## config.mk

```make
export PLATFORM = sky130hd
export DESIGN_NAME = my_serial_port_flat
export DESIGN_NICKNAME = d
export VERILOG_FILES = /design/src/rtl/my_serial_port_if.sv /design/src/rtl/my_serial_port.sv /design/src/flat_wrapper.sv
export SDC_FILE = /design/constraint.sdc
export NUM_CORES = 1
export LEC_CHECK = 0
export ABC_AREA = 1
export BUFFER_PORTS_ARGS = -buffer_cell sky130_fd_sc_hd__buf_2
export CORE_MARGIN = 1.5
export CORE_UTILIZATION = 55
export DETAILED_ROUTE_END_ITERATION = 10
export PLACE_DENSITY = 0.75
export RECOVER_POWER = 25
export SYNTH_ARGS = -nofsm -noshare
export SYNTH_HDL_FRONTEND = slang
export SYNTH_SLANG_ARGS = --single-unit
export TNS_END_PERCENT = 100
```

## constraint.sdc

```tcl
create_clock -name clock -period 2 [get_ports clock]
set_input_delay 0.1 -clock clock [delete_from_list [all_inputs] [get_ports clock]]
set_output_delay 0.1 -clock clock [all_outputs]
set_load 0.01 [all_outputs]
```

## src/rtl/my_serial_port_if.sv

```systemverilog
// Memory-side serial link between the data memory and the UART peripheral.
interface my_serial_port_if;
  logic [7:0] serial_data_in;
  logic       serial_wren_in;
  logic       serial_rden_in;
  logic [7:0] serial_data_out;
  logic       serial_ready_out;
  logic       serial_valid_out;

  // Data memory side: pushes TX bytes, pops RX bytes.
  modport master (
    output serial_data_in,
    output serial_wren_in,
    output serial_rden_in,
    input  serial_data_out,
    input  serial_ready_out,
    input  serial_valid_out
  );

  // UART peripheral side.
  modport slave (
    input  serial_data_in,
    input  serial_wren_in,
    input  serial_rden_in,
    output serial_data_out,
    output serial_ready_out,
    output serial_valid_out
  );
endinterface

```

## src/rtl/my_serial_port.sv

```systemverilog
// UART peripheral: 8N1 transmitter and receiver, each buffered by a small FIFO.
//
// TX FSM
//   state       | meaning
//   TX_IDLE     | line high; pops the FIFO head when one is waiting
//   TX_START    | start bit (0) for CLKS_PER_BIT cycles
//   TX_DATA     | 8 data bits, LSB first, CLKS_PER_BIT cycles each
//   TX_STOP     | stop bit (1) for CLKS_PER_BIT cycles
//
// RX FSM
//   state        | meaning
//   RX_IDLE      | waiting for a synchronized 1->0 transition
//   RX_START     | half a bit, then confirm the start bit is still 0
//   RX_DATA      | sample 8 bits at mid-bit, LSB first
//   RX_STOP      | sample the stop bit; push on 1, framing error on 0
//   RX_WAIT_HIGH | after a framing error, wait for the line to go high
//
// CLKS_PER_BIT must be even and >= 4; FIFO_DEPTH a power of 2, >= 2.
module my_serial_port #(
  parameter int CLKS_PER_BIT = 434,
  parameter int FIFO_DEPTH   = 4
) (
  input  logic             clock,
  input  logic             reset,
  my_serial_port_if.slave  bus,
  input  logic             uart_rxd_in,
  output logic             uart_txd_out,
  output logic             rx_overrun_out,
  output logic             rx_frame_err_out
);

  localparam int AW = $clog2(FIFO_DEPTH);
  localparam int CW = AW + 1;
  localparam int BW = $clog2(CLKS_PER_BIT);
  localparam logic [CW-1:0] FULL_CNT  = CW'(FIFO_DEPTH);
  localparam logic [BW-1:0] BAUD_LAST = BW'(CLKS_PER_BIT - 1);
  localparam logic [BW-1:0] BAUD_HALF = BW'(CLKS_PER_BIT / 2 - 1);

  typedef enum logic [1:0] {TX_IDLE, TX_START, TX_DATA, TX_STOP} tx_state_t;
  typedef enum logic [2:0] {RX_IDLE, RX_START, RX_DATA, RX_STOP, RX_WAIT_HIGH} rx_state_t;

  // ---------------- TX FIFO ----------------
  logic [7:0]    tx_mem [FIFO_DEPTH];
  logic [AW-1:0] tx_wr_ptr, tx_rd_ptr;
  logic [CW-1:0] tx_count;
  logic          tx_full, tx_push, tx_pop;

  assign tx_full              = (tx_count == FULL_CNT);
  assign bus.serial_ready_out = ~tx_full;
  assign tx_push              = bus.serial_wren_in & ~tx_full;

  // TX FIFO pointers and occupancy.
  always_ff @(posedge clock) begin
    if (!reset) begin
      tx_wr_ptr <= '0;
      tx_rd_ptr <= '0;
      tx_count  <= '0;
    end else begin
      if (tx_push) tx_wr_ptr <= tx_wr_ptr + AW'(1);
      if (tx_pop)  tx_rd_ptr <= tx_rd_ptr + AW'(1);
      if (tx_push && !tx_pop)      tx_count <= tx_count + CW'(1);
      else if (!tx_push && tx_pop) tx_count <= tx_count - CW'(1);
    end
  end

  // TX FIFO storage; stale entries are harmless once the pointers reset.
  always_ff @(posedge clock) begin
    if (reset && tx_push) tx_mem[tx_wr_ptr] <= bus.serial_data_in;
  end

  // ---------------- TX FSM ----------------
  tx_state_t     tx_state, tx_next;
  logic [BW-1:0] tx_baud;
  logic [2:0]    tx_bit_cnt;
  logic [7:0]    tx_shift;
  logic          tx_line;

  // TX state register.
  always_ff @(posedge clock) begin
    if (!reset) tx_state <= TX_IDLE;
    else        tx_state <= tx_next;
  end

  // TX next-state logic.
  always_comb begin
    tx_next = tx_state;
    case (tx_state)
      TX_IDLE:  if (tx_count != '0) tx_next = TX_START;
      TX_START: if (tx_baud == '0) tx_next = TX_DATA;
      TX_DATA:  if (tx_baud == '0 && tx_bit_cnt == 3'd7) tx_next = TX_STOP;
      TX_STOP:  if (tx_baud == '0) tx_next = TX_IDLE;
      default:  tx_next = TX_IDLE;
    endcase
  end

  // TX outputs: FIFO pop request and the line level for the next register.
  always_comb begin
    tx_pop  = 1'b0;
    tx_line = 1'b1;
    case (tx_state)
      TX_IDLE:  tx_pop  = (tx_count != '0);
      TX_START: tx_line = 1'b0;
      TX_DATA:  tx_line = tx_shift[0];
      default:  tx_line = 1'b1;
    endcase
  end

  // TX baud down-counter, bit counter, shift register and registered line.
  always_ff @(posedge clock) begin
    if (!reset) begin
      tx_baud      <= '0;
      tx_bit_cnt   <= '0;
      tx_shift     <= '0;
      uart_txd_out <= 1'b1;
    end else begin
      uart_txd_out <= tx_line;
      if (tx_pop) begin
        tx_shift   <= tx_mem[tx_rd_ptr];
        tx_baud    <= BAUD_LAST;
        tx_bit_cnt <= '0;
      end else if (tx_state != TX_IDLE) begin
        if (tx_baud == '0) begin
          tx_baud <= BAUD_LAST;
          if (tx_state == TX_DATA) begin
            tx_shift   <= {1'b0, tx_shift[7:1]};
            tx_bit_cnt <= tx_bit_cnt + 3'd1;
          end
        end else begin
          tx_baud <= tx_baud - BW'(1);
        end
      end
    end
  end

  // ---------------- RX synchronizer ----------------
  logic rx_s1, rx_s2, rx_d;

  // Two-flop synchronizer plus one delayed copy for falling-edge detection.
  always_ff @(posedge clock) begin
    if (!reset) begin
      rx_s1 <= 1'b1;
      rx_s2 <= 1'b1;
      rx_d  <= 1'b1;
    end else begin
      rx_s1 <= uart_rxd_in;
      rx_s2 <= rx_s1;
      rx_d  <= rx_s2;
    end
  end

  // ---------------- RX FSM ----------------
  rx_state_t     rx_state, rx_next;
  logic [BW-1:0] rx_baud;
  logic [2:0]    rx_bit_cnt;
  logic [7:0]    rx_shift;
  logic          rx_push_req, rx_ferr_set;

  // RX state register.
  always_ff @(posedge clock) begin
    if (!reset) rx_state <= RX_IDLE;
    else        rx_state <= rx_next;
  end

  // RX next-state logic.
  always_comb begin
    rx_next = rx_state;
    case (rx_state)
      RX_IDLE:      if (rx_d && !rx_s2) rx_next = RX_START;
      RX_START:     if (rx_baud == '0) rx_next = rx_s2 ? RX_IDLE : RX_DATA;
      RX_DATA:      if (rx_baud == '0 && rx_bit_cnt == 3'd7) rx_next = RX_STOP;
      RX_STOP:      if (rx_baud == '0) rx_next = rx_s2 ? RX_IDLE : RX_WAIT_HIGH;
      RX_WAIT_HIGH: if (rx_s2) rx_next = RX_IDLE;
      default:      rx_next = RX_IDLE;
    endcase
  end

  // RX outputs: stop-bit verdict.
  always_comb begin
    rx_push_req = 1'b0;
    rx_ferr_set = 1'b0;
    if (rx_state == RX_STOP && rx_baud == '0) begin
      rx_push_req = rx_s2;
      rx_ferr_set = ~rx_s2;
    end
  end

  // RX baud down-counter (half bit first), bit counter and shift register.
  always_ff @(posedge clock) begin
    if (!reset) begin
      rx_baud    <= '0;
      rx_bit_cnt <= '0;
      rx_shift   <= '0;
    end else begin
      case (rx_state)
        RX_IDLE: begin
          rx_baud    <= BAUD_HALF;
          rx_bit_cnt <= '0;
        end
        RX_WAIT_HIGH: rx_baud <= BAUD_HALF;
        default: begin
          if (rx_baud == '0) begin
            rx_baud <= BAUD_LAST;
            if (rx_state == RX_DATA) begin
              rx_shift   <= {rx_s2, rx_shift[7:1]};
              rx_bit_cnt <= rx_bit_cnt + 3'd1;
            end
          end else begin
            rx_baud <= rx_baud - BW'(1);
          end
        end
      endcase
    end
  end

  // ---------------- RX FIFO ----------------
  logic [7:0]    rx_mem [FIFO_DEPTH];
  logic [AW-1:0] rx_wr_ptr, rx_rd_ptr;
  logic [CW-1:0] rx_count;
  logic          rx_full, rx_empty, rx_push, rx_pop;

  assign rx_full              = (rx_count == FULL_CNT);
  assign rx_empty             = (rx_count == '0);
  assign rx_pop               = bus.serial_rden_in & ~rx_empty;
  assign rx_push              = rx_push_req & (~rx_full | rx_pop);
  assign bus.serial_valid_out = ~rx_empty;
  assign bus.serial_data_out  = rx_empty ? 8'h00 : rx_mem[rx_rd_ptr];

  // RX FIFO pointers and occupancy; push and pop at full leave the count alone.
  always_ff @(posedge clock) begin
    if (!reset) begin
      rx_wr_ptr <= '0;
      rx_rd_ptr <= '0;
      rx_count  <= '0;
    end else begin
      if (rx_push) rx_wr_ptr <= rx_wr_ptr + AW'(1);
      if (rx_pop)  rx_rd_ptr <= rx_rd_ptr + AW'(1);
      if (rx_push && !rx_pop)      rx_count <= rx_count + CW'(1);
      else if (!rx_push && rx_pop) rx_count <= rx_count - CW'(1);
    end
  end

  // RX FIFO storage.
  always_ff @(posedge clock) begin
    if (reset && rx_push) rx_mem[rx_wr_ptr] <= rx_shift;
  end

  // Sticky error flags, cleared only by reset.
  always_ff @(posedge clock) begin
    if (!reset) begin
      rx_overrun_out   <= 1'b0;
      rx_frame_err_out <= 1'b0;
    end else begin
      if (rx_push_req && !rx_push) rx_overrun_out   <= 1'b1;
      if (rx_ferr_set)             rx_frame_err_out <= 1'b1;
    end
  end

endmodule

```

## src/flat_wrapper.sv

```systemverilog
// flat-port wrapper written by rule: the top's interface ports become plain ports
module my_serial_port_flat 
#(
  parameter int CLKS_PER_BIT = 434,
  parameter int FIFO_DEPTH   = 4
)
  (clock, reset, uart_rxd_in, uart_txd_out, rx_overrun_out, rx_frame_err_out, bus_serial_data_in, bus_serial_wren_in, bus_serial_rden_in, bus_serial_data_out, bus_serial_ready_out, bus_serial_valid_out);
  my_serial_port_if bus_i ();
  input  logic clock;
  input  logic reset;
  input  logic uart_rxd_in;
  output logic uart_txd_out;
  output logic rx_overrun_out;
  output logic rx_frame_err_out;
  input wire logic [$bits(bus_i.serial_data_in)-1:0] bus_serial_data_in;
  input wire logic [$bits(bus_i.serial_wren_in)-1:0] bus_serial_wren_in;
  input wire logic [$bits(bus_i.serial_rden_in)-1:0] bus_serial_rden_in;
  output wire logic [$bits(bus_i.serial_data_out)-1:0] bus_serial_data_out;
  output wire logic [$bits(bus_i.serial_ready_out)-1:0] bus_serial_ready_out;
  output wire logic [$bits(bus_i.serial_valid_out)-1:0] bus_serial_valid_out;
  assign bus_i.serial_data_in = bus_serial_data_in;
  assign bus_i.serial_wren_in = bus_serial_wren_in;
  assign bus_i.serial_rden_in = bus_serial_rden_in;
  assign bus_serial_data_out = bus_i.serial_data_out;
  assign bus_serial_ready_out = bus_i.serial_ready_out;
  assign bus_serial_valid_out = bus_i.serial_valid_out;
  my_serial_port #(.CLKS_PER_BIT(CLKS_PER_BIT), .FIFO_DEPTH(FIFO_DEPTH)) u_core (.clock(clock), .reset(reset), .bus(bus_i), .uart_rxd_in(uart_rxd_in), .uart_txd_out(uart_txd_out), .rx_overrun_out(rx_overrun_out), .rx_frame_err_out(rx_frame_err_out));
endmodule
```

==> results of run 1 <==
==> per-stage QoR <==
stage | utilization | setup TNS [ns] | hold slack [ns] | total power, mW
after CTS | 0.677 | 0 | 0.0398 | 10.1
after floorplan | - | -0.0586 | 0.199 | 6.20
after global routing | 0.682 | -0.225 | 0.0776 | 10.9
after detailed placement | 0.609 | -0.0429 | 0.290 | 7.07
after global placement | 0.609 | 0 | 0.293 | 6.89
final | 0.682 | 0 | 0.0676 | 10.2
==> synth_stat cells, drive strengths merged <==
library cell  instances
nor2                113
nand2               105
inv                  76
dfxtp                69
edfxtp               64
o21ai                53
a21oi                46
nand3                38
ha                   23
or2                  11
buf                   9
nor3                  9
clkbuf                7
a31oi                 5
xor2                  4
nand4                 3
fa                    2
o22ai                 2
a211oi                1
and2                  1
clkinv                1
nor3b                 1
o211ai                1
o21a                  1
xnor2                 1
==> what timing repair did <==
item                       4_1_cts  5_1_grt
setup endpoints to repair        2       11
hold endpoints to repair        41        0
gates cloned                     0        0
hold buffers                    11        0
gates resized for setup          3       16
buffers inserted                 2        3
pin swaps                        0        4
==> critical path: stages (launching register included) <==
cell and delay, ns:
sky130_fd_sc_hd__dfxtp_1 0.32, sky130_fd_sc_hd__inv_2 0.07, sky130_fd_sc_hd__ha_4 0.11, sky130_fd_sc_hd__nand2_1 0.04, sky130_fd_sc_hd__nor2_1 0.12, sky130_fd_sc_hd__nand2_2 0.08, sky130_fd_sc_hd__inv_4 0.07, sky130_fd_sc_hd__nand3_4 0.07
sky130_fd_sc_hd__clkinv_4 0.07, sky130_fd_sc_hd__ha_4 0.11, sky130_fd_sc_hd__inv_2 0.05, sky130_fd_sc_hd__fa_2 0.36, sky130_fd_sc_hd__a21oi_2 0.16, sky130_fd_sc_hd__o21ai_2 0.07, sky130_fd_sc_hd__o21ai_1 0.11, sky130_fd_sc_hd__a21oi_1 0.06
==> layout by cell type, fill, tap and decap left out, types with 2 or more instances in the layout <==
cell type                         n
sky130_fd_sc_hd__o21ai_1         15
sky130_fd_sc_hd__xor2_1           4
sky130_fd_sc_hd__or2_0            7
sky130_fd_sc_hd__inv_1           55
sky130_fd_sc_hd__ha_4             2
sky130_fd_sc_hd__clkbuf_1         8
sky130_fd_sc_hd__nor2_2           7
sky130_fd_sc_hd__buf_2           17
sky130_fd_sc_hd__buf_4           28
sky130_fd_sc_hd__a21oi_2          3
sky130_fd_sc_hd__clkinv_4         3
sky130_fd_sc_hd__nor3_1           7
sky130_fd_sc_hd__nor2_1         103
sky130_fd_sc_hd__clkbuf_16       16
sky130_fd_sc_hd__nand2_1         94
sky130_fd_sc_hd__edfxtp_1        64
sky130_fd_sc_hd__nand3_1         36
sky130_fd_sc_hd__dfxtp_2          6
sky130_fd_sc_hd__inv_2           20
sky130_fd_sc_hd__nand3_4          2
sky130_fd_sc_hd__inv_6            5
sky130_fd_sc_hd__fa_2             2
sky130_fd_sc_hd__or2_2            4
sky130_fd_sc_hd__clkinvlp_4       3
sky130_fd_sc_hd__nor2_4           3
sky130_fd_sc_hd__inv_8            4
sky130_fd_sc_hd__dfxtp_1         62
sky130_fd_sc_hd__dlygate4sd3_1   11
sky130_fd_sc_hd__nand4_1          3
sky130_fd_sc_hd__o21ai_0         37
sky130_fd_sc_hd__nand2_2         10
sky130_fd_sc_hd__o22ai_1          2
sky130_fd_sc_hd__a31oi_1          5
sky130_fd_sc_hd__ha_1            20
sky130_fd_sc_hd__a21oi_1         43
==> power by group <==
group	internal [mW]	switching, mW
registers	3.31	0.371
logic	1.32	2.20
clock network	1.70	1.29
total	6.33	3.86
==> cells by family after synthesis <==
logic type,Yosys count
buf+inv,93
compound gates,109
fa+ha+maj,25
simple gates,281
xor+xnor,5
flops,133
==> final cells by class <==
type / count / share of cell area
Sequential cell: 133 / 0.471
Multi-Input combinational cell: 420 / 0.320
Timing Repair Buffer: 64 / 0.0619
Clock buffer: 17 / 0.0588
Inverter: 77 / 0.0421
Tap cell: 136 / 0.0242
Clock inverter: 15 / 0.0226
==> flip-flops by register name (all words and copies together), names as in the netlist, 3 cells and up, named ones only <==
signal,cells
u_core.rx_state,3
u_core.rx_shift,8
u_core.tx_count,3
u_core.rx_baud,9
u_core.tx_baud,9
u_core.rx_mem,32
u_core.tx_shift,8
u_core.rx_count,3
u_core.rx_bit_cnt,3
u_core.tx_bit_cnt,3
u_core.tx_mem,32
==> final timing paths <==
| path | start | to |
|---|---|---|
| max | u_core.rx_baud[0]$_SDFF_PP0_ | u_core.rx_count[2]$_SDFFE_PN0P_ |
| min | bus_serial_rden_in | flop |
| max reg2reg | u_core.rx_baud[0]$_SDFF_PP0_ | u_core.rx_count[2]$_SDFFE_PN0P_ |
| min reg2reg | u_core.rx_s1$_SDFF_PN1_ | u_core.rx_s2$_SDFF_PN1_ |
==> metal layers <==
metal,wire (um),GRT usage,vias up
met5,0,0,-
met4,154,0.0705,0
met3,332,0.0644,15
met2,6060,0.399,67
met1,5080,0.252,2121
li1,-,-,2256
==> run_results.csv, run 1 <==
group,metric,value,unit
global_route,grt-ovfl-total,0,
route,route.vias.total,4459,
sta,final-setup-viol-count,0,
sta,fin_crit,1.98,ns
worst_hold_path,hold-path-cell-count,5,
layout,final_area,0.00704,mm2
layout,drive_gt1_frac,0.198,
die,die-area,0.0113,mm2
route,post-route-drc-count,0,
layout,multi_input_area,0.00225,mm2
global_route,antenna_found_initial,0,
clock_tree,tritoncts,"yes",
layout,diodes,0,
logic_synthesis,netlist_top_cells_area,"sky130_fd_sc_hd__edfxtp_1 (33%), sky130_fd_sc_hd__dfxtp_1 (24%), sky130_fd_sc_hd__nor2_1 (6.6%)",
die,core_area,0.0103,mm2
route,via_per_inst,5.17,
global_route,via_count_of_the_first_global_routing_pass,4397,
logic_synthesis,post-synth-top-area-fraction,0.327,
status,run_status,"finished clean",
setup_path,critical_path_peak_fanout,3,
layout,seq_area,0.00331,mm2
die,core.rowCount,37,
logic_synthesis,synthesis.area_per_instance,9.10,um2
layout,flow.area_growth_from_synthesis,19.8,%
logic_synthesis,synth.lib_cells_used.distinct,38,
global_route,maximum_number_of_pins_on_one_net_before_global_route_repair,20,
placed_design,finalWeightedCongestion,0.851,
clock_tree,cts.root.buffer_cell,"sky130_fd_sc_hd__clkbuf_8",
placed_design,detailed_place_hpwl,7.68,mm
logic_synthesis,cell_taking_the_most_area_after_synthesis,"sky130_fd_sc_hd__edfxtp_1",
layout,finish.net_count,751,
worst_hold_path,hold_path_class,"in -> reg",
logic_synthesis,syn_area,0.00588,mm2
logic_synthesis,synth_top_family_by_area,"simple AND/OR/NAND/NOR gates",
logic_synthesis,syn-num-nets,684,
setup_path,critPathRequiredTime,2.41,ns
route,route.final.wire_length,11.6,mm
die,floorplan.initialDensity,0.569,
global_route,grt_usage,0.222,
setup_path,worst_setup_path_end_kind,"flop",
sta,fmaxAchievable,506,MHz
sta,final_critical_path_setup_slack,0.0225,ns
pwr,p_leak,3.01,nW
logic_synthesis,synth-compound-area-share,0.0963,
placed_design,placement.setup.worst_slack,-0.0429,ns
die,floorplan.die.width,106,um
sta,slew_at_the_pin_with_the_worst_max_slew_slack,0.398,ns
logic_synthesis,post_synth_xor_area_fraction,0.00745,
route,drt-wirelength-per-cell,13.5,um
clock_tree,cts_made_buffers,17,
sta,clock_skew,0.00836,ns
pwr,power-per-cell-area,1450,mW/mm2
logic_synthesis,synthesis.yosys.warnings,0,
logic_synthesis,ys_seq_area_frac,0.562,
setup_path,worst-r2r-cell-count,15,
placed_design,post_dp_cell_area,0.00629,mm2
run,maxCapViolations,0,
setup_path,criticalPathCategory,"reg -> reg",
sta,min_period_over_period,0.989,
route,starting_drt_drc_count,189,
die,io_pins,26,
setup_path,reg2reg_slack,0.02,ns
clock_tree,clock_pin_transition_on_the_worst_setup_and_hold_timing_paths,0.06,ns
clock_tree,cts-htree-levels,4,
sta,drv_slew,0,
pwr,vdd.ir_drop.worst,0.000890,V
logic_synthesis,synthMuxAreaShare,0,
placed_design,dp_cells,814,
setup_path,worst-endpoint-arrival,2.39,ns
sta,final-hold-violation-count,0,
sta,grt_setup_unrepaired,"true",
logic_synthesis,synth_fa_ha_area_frac,0.0558,
setup_path,worstSetupStartpointType,"flop",
logic_synthesis,basic_gate_share_of_the_synthesized_area_counting_and_or_nand_and_nor_cells,0.214,
route,first_pass_iters,4,
clock_tree,tritoncts_num_sinks,133,
global_route,grt_first_pass_wirelength,19.6,mm
route,antenna_left,0,
clock_tree,clock_latency,0.52,ns
logic_synthesis,synth.ff_latch_count,133,
logic_synthesis,synth_cells,646,
placed_design,io_buffers,25,
sta,worst_slew_margin_rel,0.734,
die,vert_die_dim,106,um
layout,stdcell_count,862,
layout,n_fill_cell,804,
clock_tree,clockBufferDepth,2,
No activity file was read; power rests on OpenSTA's default activity.
==> inputs of run 2 (changes only) <==
--- a/config.mk
+++ b/config.mk
@@ -7,7 +7,7 @@
 export LEC_CHECK = 0
 export ABC_AREA = 1
 export BUFFER_PORTS_ARGS = -buffer_cell sky130_fd_sc_hd__buf_2
-export CORE_MARGIN = 1.5
+export CORE_MARGIN = 2
 export CORE_UTILIZATION = 55
 export DETAILED_ROUTE_END_ITERATION = 10
 export PLACE_DENSITY = 0.75
==> run_results.csv, run 2 (synthesis gave the netlist of run 1 again) <==
group,metric,value,unit
layout,postLayoutCoreUtil,0.682,
clock_tree,clock_pin_transition_on_the_worst_setup_and_hold_timing_paths,0.06,ns
setup_path,critical_path_peak_fanout,3,
setup_path,critPathRequiredTime,2.42,ns
global_route,grt_first_pass_wirelength,18.9,mm
setup_path,criticalPathCategory,"reg -> reg",
clock_tree,tritoncts_num_sinks,133,
clock_tree,cts.root.buffer_cell,"sky130_fd_sc_hd__clkbuf_8",
pwr,vdd.ir_drop.worst,0.000836,V
route,post-route-drc-count,0,
sta,final-setup-viol-count,1,
layout,final_area,0.00707,mm2
layout,layout_commonest_cell,"sky130_fd_sc_hd__nor2_1",
setup_path,worst-endpoint-arrival,2.51,ns
run,maxCapViolations,0,
layout,stdcell_count,867,
die,core.rowCount,37,
clock_tree,clock_latency,0.54,ns
route,antenna_left,0,
layout,diodes,0,
status,run_status,"finished, violations left",
placed_design,post_dp_cell_area,0.00630,mm2
clock_tree,clockBufferDepth,2,
placed_design,finalWeightedCongestion,0.867,
sta,fmaxAchievable,479,MHz
sta,grt_setup_unrepaired,"true",
clock_tree,tritoncts,"yes",
die,die-area,0.0115,mm2
sta,final-hold-violation-count,0,
pwr,fin_total_pwr,10.2,mW
global_route,antenna_found_initial,0,
global_route,maximum_number_of_pins_on_one_net_before_global_route_repair,20,
sta,finalHoldWorstSlack,0.0628,ns
layout,flow.area_growth_from_synthesis,20.4,%
sta,clock_skew,0.0106,ns
route,starting_drt_drc_count,121,
route,drt-wirelength-per-cell,13.2,um
clock_tree,cts-htree-levels,4,
route,route.vias.total,4422,
placed_design,detailed_place_hpwl,7.58,mm
die,floorplan.die.width,107,um
setup_path,worst_setup_path_end_kind,"flop",
clock_tree,cts_made_buffers,17,
sta,drv_slew,0,
sta,fin_crit,2.09,ns
layout,drive_gt1_frac,0.208,
die,floorplan.initialDensity,0.567,
die,vert_die_dim,107,um
setup_path,worstSetupStartpointType,"flop",
global_route,grt-ovfl-total,0,
route,via_per_inst,5.10,
sta,min_period_over_period,1.04,
global_route,grt_usage,0.212,
sta,setup-tns-final,-0.0889,ns
sta,worst_slew_margin_rel,0.765,
placed_design,placement.setup.worst_slack,-0.0643,ns
pwr,power-per-cell-area,1440,mW/mm2
layout,reg.largest.list,"u_core.rx_mem x32, u_core.tx_mem x32",
worst_hold_path,hold_path_class,"in -> reg",
global_route,via_count_of_the_first_global_routing_pass,4238,
die,io_pins,26,
route,route.final.wire_length,11.5,mm
pwr,p_leak,3.03,nW
layout,n_fill_cell,787,
die,core_area,0.0104,mm2
sta,final_critical_path_setup_slack,-0.0889,ns
placed_design,io_buffers,25,
layout,layout.cells.most_common_list,"sky130_fd_sc_hd__nor2_1 (102), sky130_fd_sc_hd__nand2_1 (93), sky130_fd_sc_hd__edfxtp_1 (64)",
route,first_pass_iters,4,
layout,finish.net_count,756,
status,failed_checks,"setup timing",
sta,slew_at_the_pin_with_the_worst_max_slew_slack,0.350,ns
placed_design,dp_cells,815,
run 2: cell count changes in the layout (fill, tap and decap cells not counted), sizes merged:
cell      delta
buf          +5
clkinvlp     -1
inv          +1
run 2: final timing paths:
path                                 from                              end  slack, ns  cells after the start
max          u_core.rx_baud[0]$_SDFF_PP0_  u_core.rx_count[2]$_SDFFE_PN0P_      -0.09                     15
min                    bus_serial_rden_in                             flop       0.06                      5
max reg2reg  u_core.rx_baud[0]$_SDFF_PP0_  u_core.rx_count[2]$_SDFFE_PN0P_      -0.09                     15
min reg2reg       u_core.rx_s1$_SDFF_PN1_          u_core.rx_s2$_SDFF_PN1_       0.42                      1
run 2: critical path: stages (launching register included):
cell and delay (ns):
sky130_fd_sc_hd__dfxtp_2 0.33, sky130_fd_sc_hd__inv_2 0.07, sky130_fd_sc_hd__ha_4 0.13, sky130_fd_sc_hd__nand2_2 0.04, sky130_fd_sc_hd__nor2_2 0.10, sky130_fd_sc_hd__nand2_2 0.07
sky130_fd_sc_hd__inv_4 0.07, sky130_fd_sc_hd__nand3_4 0.08, sky130_fd_sc_hd__clkinv_4 0.08, sky130_fd_sc_hd__ha_4 0.13, sky130_fd_sc_hd__inv_4 0.04, sky130_fd_sc_hd__fa_2 0.36
sky130_fd_sc_hd__a21oi_2 0.18, sky130_fd_sc_hd__o21ai_2 0.09, sky130_fd_sc_hd__o21ai_1 0.15, sky130_fd_sc_hd__a21oi_1 0.05
run 2: timing repair:
item,CTS,global route
hold buffers,11,0
pin swaps,1,8
gates resized for setup,2,20
buffers inserted,0,9
endpoints found under the setup margin,3,8
endpoints found under the hold margin,41,0
run 2: per-layer routing:
layer	up-vias	share of wire	track usage	wire length [um]
li1	2278	-	-	-
met1	2043	0.42	0.251	4800
met2	85	0.53	0.369	6060
met3	16	0.037	0.0557	428
met4	0	0.016	0.0797	185
met5	-	0	0	0
run 2: final cells by class:
class,count,area [um2],share of cell area
repair buffers,69,473,0.0669
multi-input cells,420,2240,0.317
well taps,136,170,0.0241
flip-flops and latches,133,3320,0.469
clock inverters,15,156,0.0221
clock buffers,17,414,0.0586
inverters,77,299,0.0423
run 2: report_power, final:
| part | switching, mW | internal (mW) |
|---|---|---|
| Clock | 1.26 | 1.70 |
| Sequential | 0.362 | 3.31 |
| Combinational | 2.23 | 1.34 |
| Total | 3.85 | 6.36 |
==> inputs of run 3 (changes only) <==
--- a/config.mk
+++ b/config.mk
@@ -5,7 +5,6 @@
 export SDC_FILE = /design/constraint.sdc
 export NUM_CORES = 1
 export LEC_CHECK = 0
-export ABC_AREA = 1
 export BUFFER_PORTS_ARGS = -buffer_cell sky130_fd_sc_hd__buf_2
 export CORE_MARGIN = 2
 export CORE_UTILIZATION = 55
==> run_results.csv, run 3 <==
group,metric,value,unit
route,via_per_inst,5.42,
layout,postLayoutCoreUtil,0.699,
logic_synthesis,synth.cells.most_frequent,"sky130_fd_sc_hd__dfxtp_1 (69), sky130_fd_sc_hd__edfxtp_1 (64), sky130_fd_sc_hd__nand2_1 (39)",
logic_synthesis,synth.lib_cells_used.distinct,55,
setup_path,worstSetupStartpointType,"flop",
sta,fmaxAchievable,428,MHz
setup_path,rr_startpoint,"u_core.rx_baud[3]$_SDFF_PN0_",
sta,final-hold-violation-count,0,
clock_tree,clockBufferDepth,2,
die,floorplan.initialDensity,0.560,
run,maxCapViolations,0,
layout,n_fill_cell,686,
clock_tree,tritoncts_num_sinks,133,
logic_synthesis,number_of_enable_type_register_cells_in_the_synthesized_netlist,64,
pwr,seqPwrFrac,0.350,
sta,grt_setup_unrepaired,"true",
die,core_area,0.0102,mm2
route,post-route-drc-count,0,
route,route.final.wire_length,11.3,mm
layout,layout.cells.most_common_list,"sky130_fd_sc_hd__dfxtp_1 (64), sky130_fd_sc_hd__edfxtp_1 (64), sky130_fd_sc_hd__buf_4 (54)",
logic_synthesis,post-synth-top-area-fraction,0.337,
pwr,power-per-cell-area,1400,mW/mm2
setup_path,timing.critical_path.slowest_cell_delay,0.39,ns
global_route,antenna_found_initial,0,
placed_design,finalWeightedCongestion,0.805,
sta,fin_crit,2.34,ns
global_route,maximum_number_of_pins_on_one_net_before_global_route_repair,33,
setup_path,critPathRequiredTime,2.45,ns
layout,flow.area_growth_from_synthesis,24.7,%
setup_path,worst-r2r-cell-count,9,
setup_path,worstReg2RegEnd,"u_core.rx_count[2]$_SDFFE_PN0P_",
layout,final_area,0.00712,mm2
sta,min_period_over_period,1.17,
global_route,grt-ovfl-total,0,
pwr,clock_power_share,0.324,
pwr,power.switching,3.09,mW
setup_path,timing.critical_path.to,"u_core.rx_count[2]$_SDFFE_PN0P_",
route,drt-wirelength-per-cell,16.5,um
clock_tree,clock_pin_transition_on_the_worst_setup_and_hold_timing_paths,0.06,ns
route,antenna_left,0,
clock_tree,cts.root.buffer_cell,"sky130_fd_sc_hd__clkbuf_8",
sta,slew_at_the_pin_with_the_worst_max_slew_slack,0.471,ns
die,floorplan.die.width,106,um
setup_path,critPathLaunch,"u_core.rx_baud[3]$_SDFF_PN0_",
setup_path,critical_path_peak_fanout,2,
logic_synthesis,cell_taking_the_most_area_after_synthesis,"sky130_fd_sc_hd__edfxtp_1",
clock_tree,cts_made_buffers,17,
global_route,via_count_of_the_first_global_routing_pass,3638,
sta,drv_slew,0,
logic_synthesis,synthesis.yosys.warnings,0,
sta,final-setup-viol-count,2,
pwr,netSwitchingFraction,0.310,
placed_design,detailed_place_hpwl,7.08,mm
setup_path,cpMaxStageDelayCell,"sky130_fd_sc_hd__nor4_4",
die,core.rowCount,37,
global_route,grt_first_pass_wirelength,17.8,mm
route,starting_drt_drc_count,228,
logic_synthesis,synthesis.area_per_instance,12.9,um2
logic_synthesis,asyncSetResetFlopFracSynth,0,
clock_tree,cts-htree-levels,4,
route,route.vias.total,3693,
die,io_pins,26,
setup_path,reg2reg_slack,-0.34,ns
sta,clock_skew,0.00977,ns
layout,drive_gt1_frac,0.294,
pwr,vdd.ir_drop.worst,0.00101,V
setup_path,criticalPathCategory,"reg -> reg",
logic_synthesis,netlist_top_cells_area,"sky130_fd_sc_hd__edfxtp_1 (34%), sky130_fd_sc_hd__dfxtp_1 (24%), sky130_fd_sc_hd__mux4_2 (6.3%)",
route,first_pass_iters,5,
sta,final_critical_path_setup_slack,-0.336,ns
clock_tree,clock_latency,0.52,ns
logic_synthesis,syn_area,0.00571,mm2
logic_synthesis,synth_most_common_cell,"sky130_fd_sc_hd__dfxtp_1",
placed_design,io_buffers,25,
sta,worst_slew_margin_rel,0.684,
worst_hold_path,hold_path_class,"in -> reg",
placed_design,post_dp_cell_area,0.00630,mm2
sta,finalHoldWorstSlack,0.0719,ns
setup_path,worst_setup_path_end_kind,"flop",
status,run_status,"finished, violations left",
clock_tree,tritoncts,"yes",
layout,finish.net_count,570,
logic_synthesis,syn-num-nets,480,
logic_synthesis,ys_seq_area_frac,0.579,
pwr,p_leak,2.78,nW
layout,reg.largest.list,"u_core.rx_mem x32, u_core.tx_mem x32",
logic_synthesis,synth.ff_latch_count,133,
layout,diodes,0,
setup_path,worst-endpoint-arrival,2.78,ns
status,failed_checks,"setup timing",
global_route,grt_usage,0.210,
logic_synthesis,synth_cells,442,
pwr,share_comb_of_total_power,0.325,
die,vert_die_dim,106,um
setup_path,cp_cell_sequence,"nor4_4, nand3_4, nor3b_4, ha_2, inv_2, fa_2, xor2_1, or3_1, a21boi_1",
die,die-area,0.0112,mm2
logic_synthesis,synth_top_flop_cell,"sky130_fd_sc_hd__dfxtp_1",
pwr,p_int,6.88,mW
==> run 3: cell types whose count changed in the layout (fill, tap and decap cells not counted), sizes merged, moves of 11 or more <==
| cell | delta |
|---|---|
| o21ai | -44 |
| mux2i | +17 |
| a21oi | -30 |
| or2 | -11 |
| nand2 | -66 |
| nor2 | -96 |
| and2 | +17 |
| nand3 | -28 |
| mux4 | +16 |
| buf | +22 |
| inv | -64 |
==> run 3: cell type report <==
| cell class | instances | area, um2 | share of cell area |
|---|---|---|---|
| flip-flops and latches | 133 | 3310 | 0.465 |
| multi-input cells | 272 | 2320 | 0.326 |
| repair buffers | 90 | 636 | 0.0893 |
| clock buffers | 18 | 418 | 0.0587 |
| clock inverters | 14 | 199 | 0.0279 |
| well taps | 136 | 170 | 0.0239 |
| inverters | 18 | 67.6 | 0.00949 |
==> run 3: kinds of logic (layout without fill, tap and decap cells) <==
kind of cell	after synthesis	after routing	synth area share
compound gates	64	64	0.0805
xor+xnor	19	19	0.0292
fa+ha+maj	25	25	0.0574
buf+inv	37	140	0.0285
flops	133	133	0.579
mux	33	33	0.0929
simple gates	131	131	0.133
==> run 3: worst min-delay path by stage <==
stage / cells after the start / slack [ns] / start / to
after CTS: 4 / 0.05 / bus_serial_rden_in / flop
after global placement: 2 / 0.29 / uart_rxd_in / u_core.rx_s1$_SDFF_PN1_
after floorplan: 0 / 0.20 / bus_serial_data_in[0] / u_core.tx_mem[0][0]$_DFFE_PP_
final: 4 / 0.07 / bus_serial_rden_in / flop
after detailed placement: 2 / 0.32 / uart_rxd_in / u_core.rx_s1$_SDFF_PN1_
after global routing: 4 / 0.08 / bus_serial_rden_in / flop
==> run 3: metal layers <==
metal	global-route usage	up-vias	part of all wire
met2	0.358	66	0.53
met4	0.0695	0	0.017
li1	-	1801	-
met3	0.0612	15	0.024
met5	0	-	0
met1	0.257	1811	0.43
==> run 3: power by group through the flow <==
stage	combinational, mW	sequential (mW)	clock, mW
floorplan	2.09	3.49	0
global placement	2.94	3.51	0
detailed placement	3.02	3.53	0
CTS	3.14	3.48	3.28
global route	3.57	3.53	3.41
finish	3.24	3.49	3.23
==> run 3: what timing repair did <==
| action | CTS | global route |
|---|---|---|
| hold buffers | 10 | 0 |
| pin swaps | 1 | 4 |
| endpoints found under the setup margin | 6 | 38 |
| setup buffers | 5 | 3 |
| gates resized for setup | 4 | 15 |
| gates cloned | 0 | 0 |
| endpoints found under the hold margin | 41 | 0 |
==> run 3: critical path, delay by kind of cell (launching register included) <==
kind                       cells  cell delay [ns]
AOI/OAI and AO/OA              1             0.12
xor gates and xnor gates       1             0.17
adders and majority gates      2             0.55
buffers and inverters          1             0.04
DFF                            1             0.34
and+or+nand+nor                4             1.04
==> run 3: per-stage QoR <==
stage | total power, mW | setup TNS, ns | setup slack, ns | instances
after floorplan | 5.58 | -0.878 | -0.494 | 442
after global placement | 6.45 | -0.314 | -0.212 | 632
after detailed placement | 6.56 | -0.464 | -0.293 | 632
after CTS | 9.91 | -0.347 | -0.280 | 679
after global routing | 10.5 | -0.760 | -0.453 | 681
final | 9.97 | -0.461 | -0.336 | 681
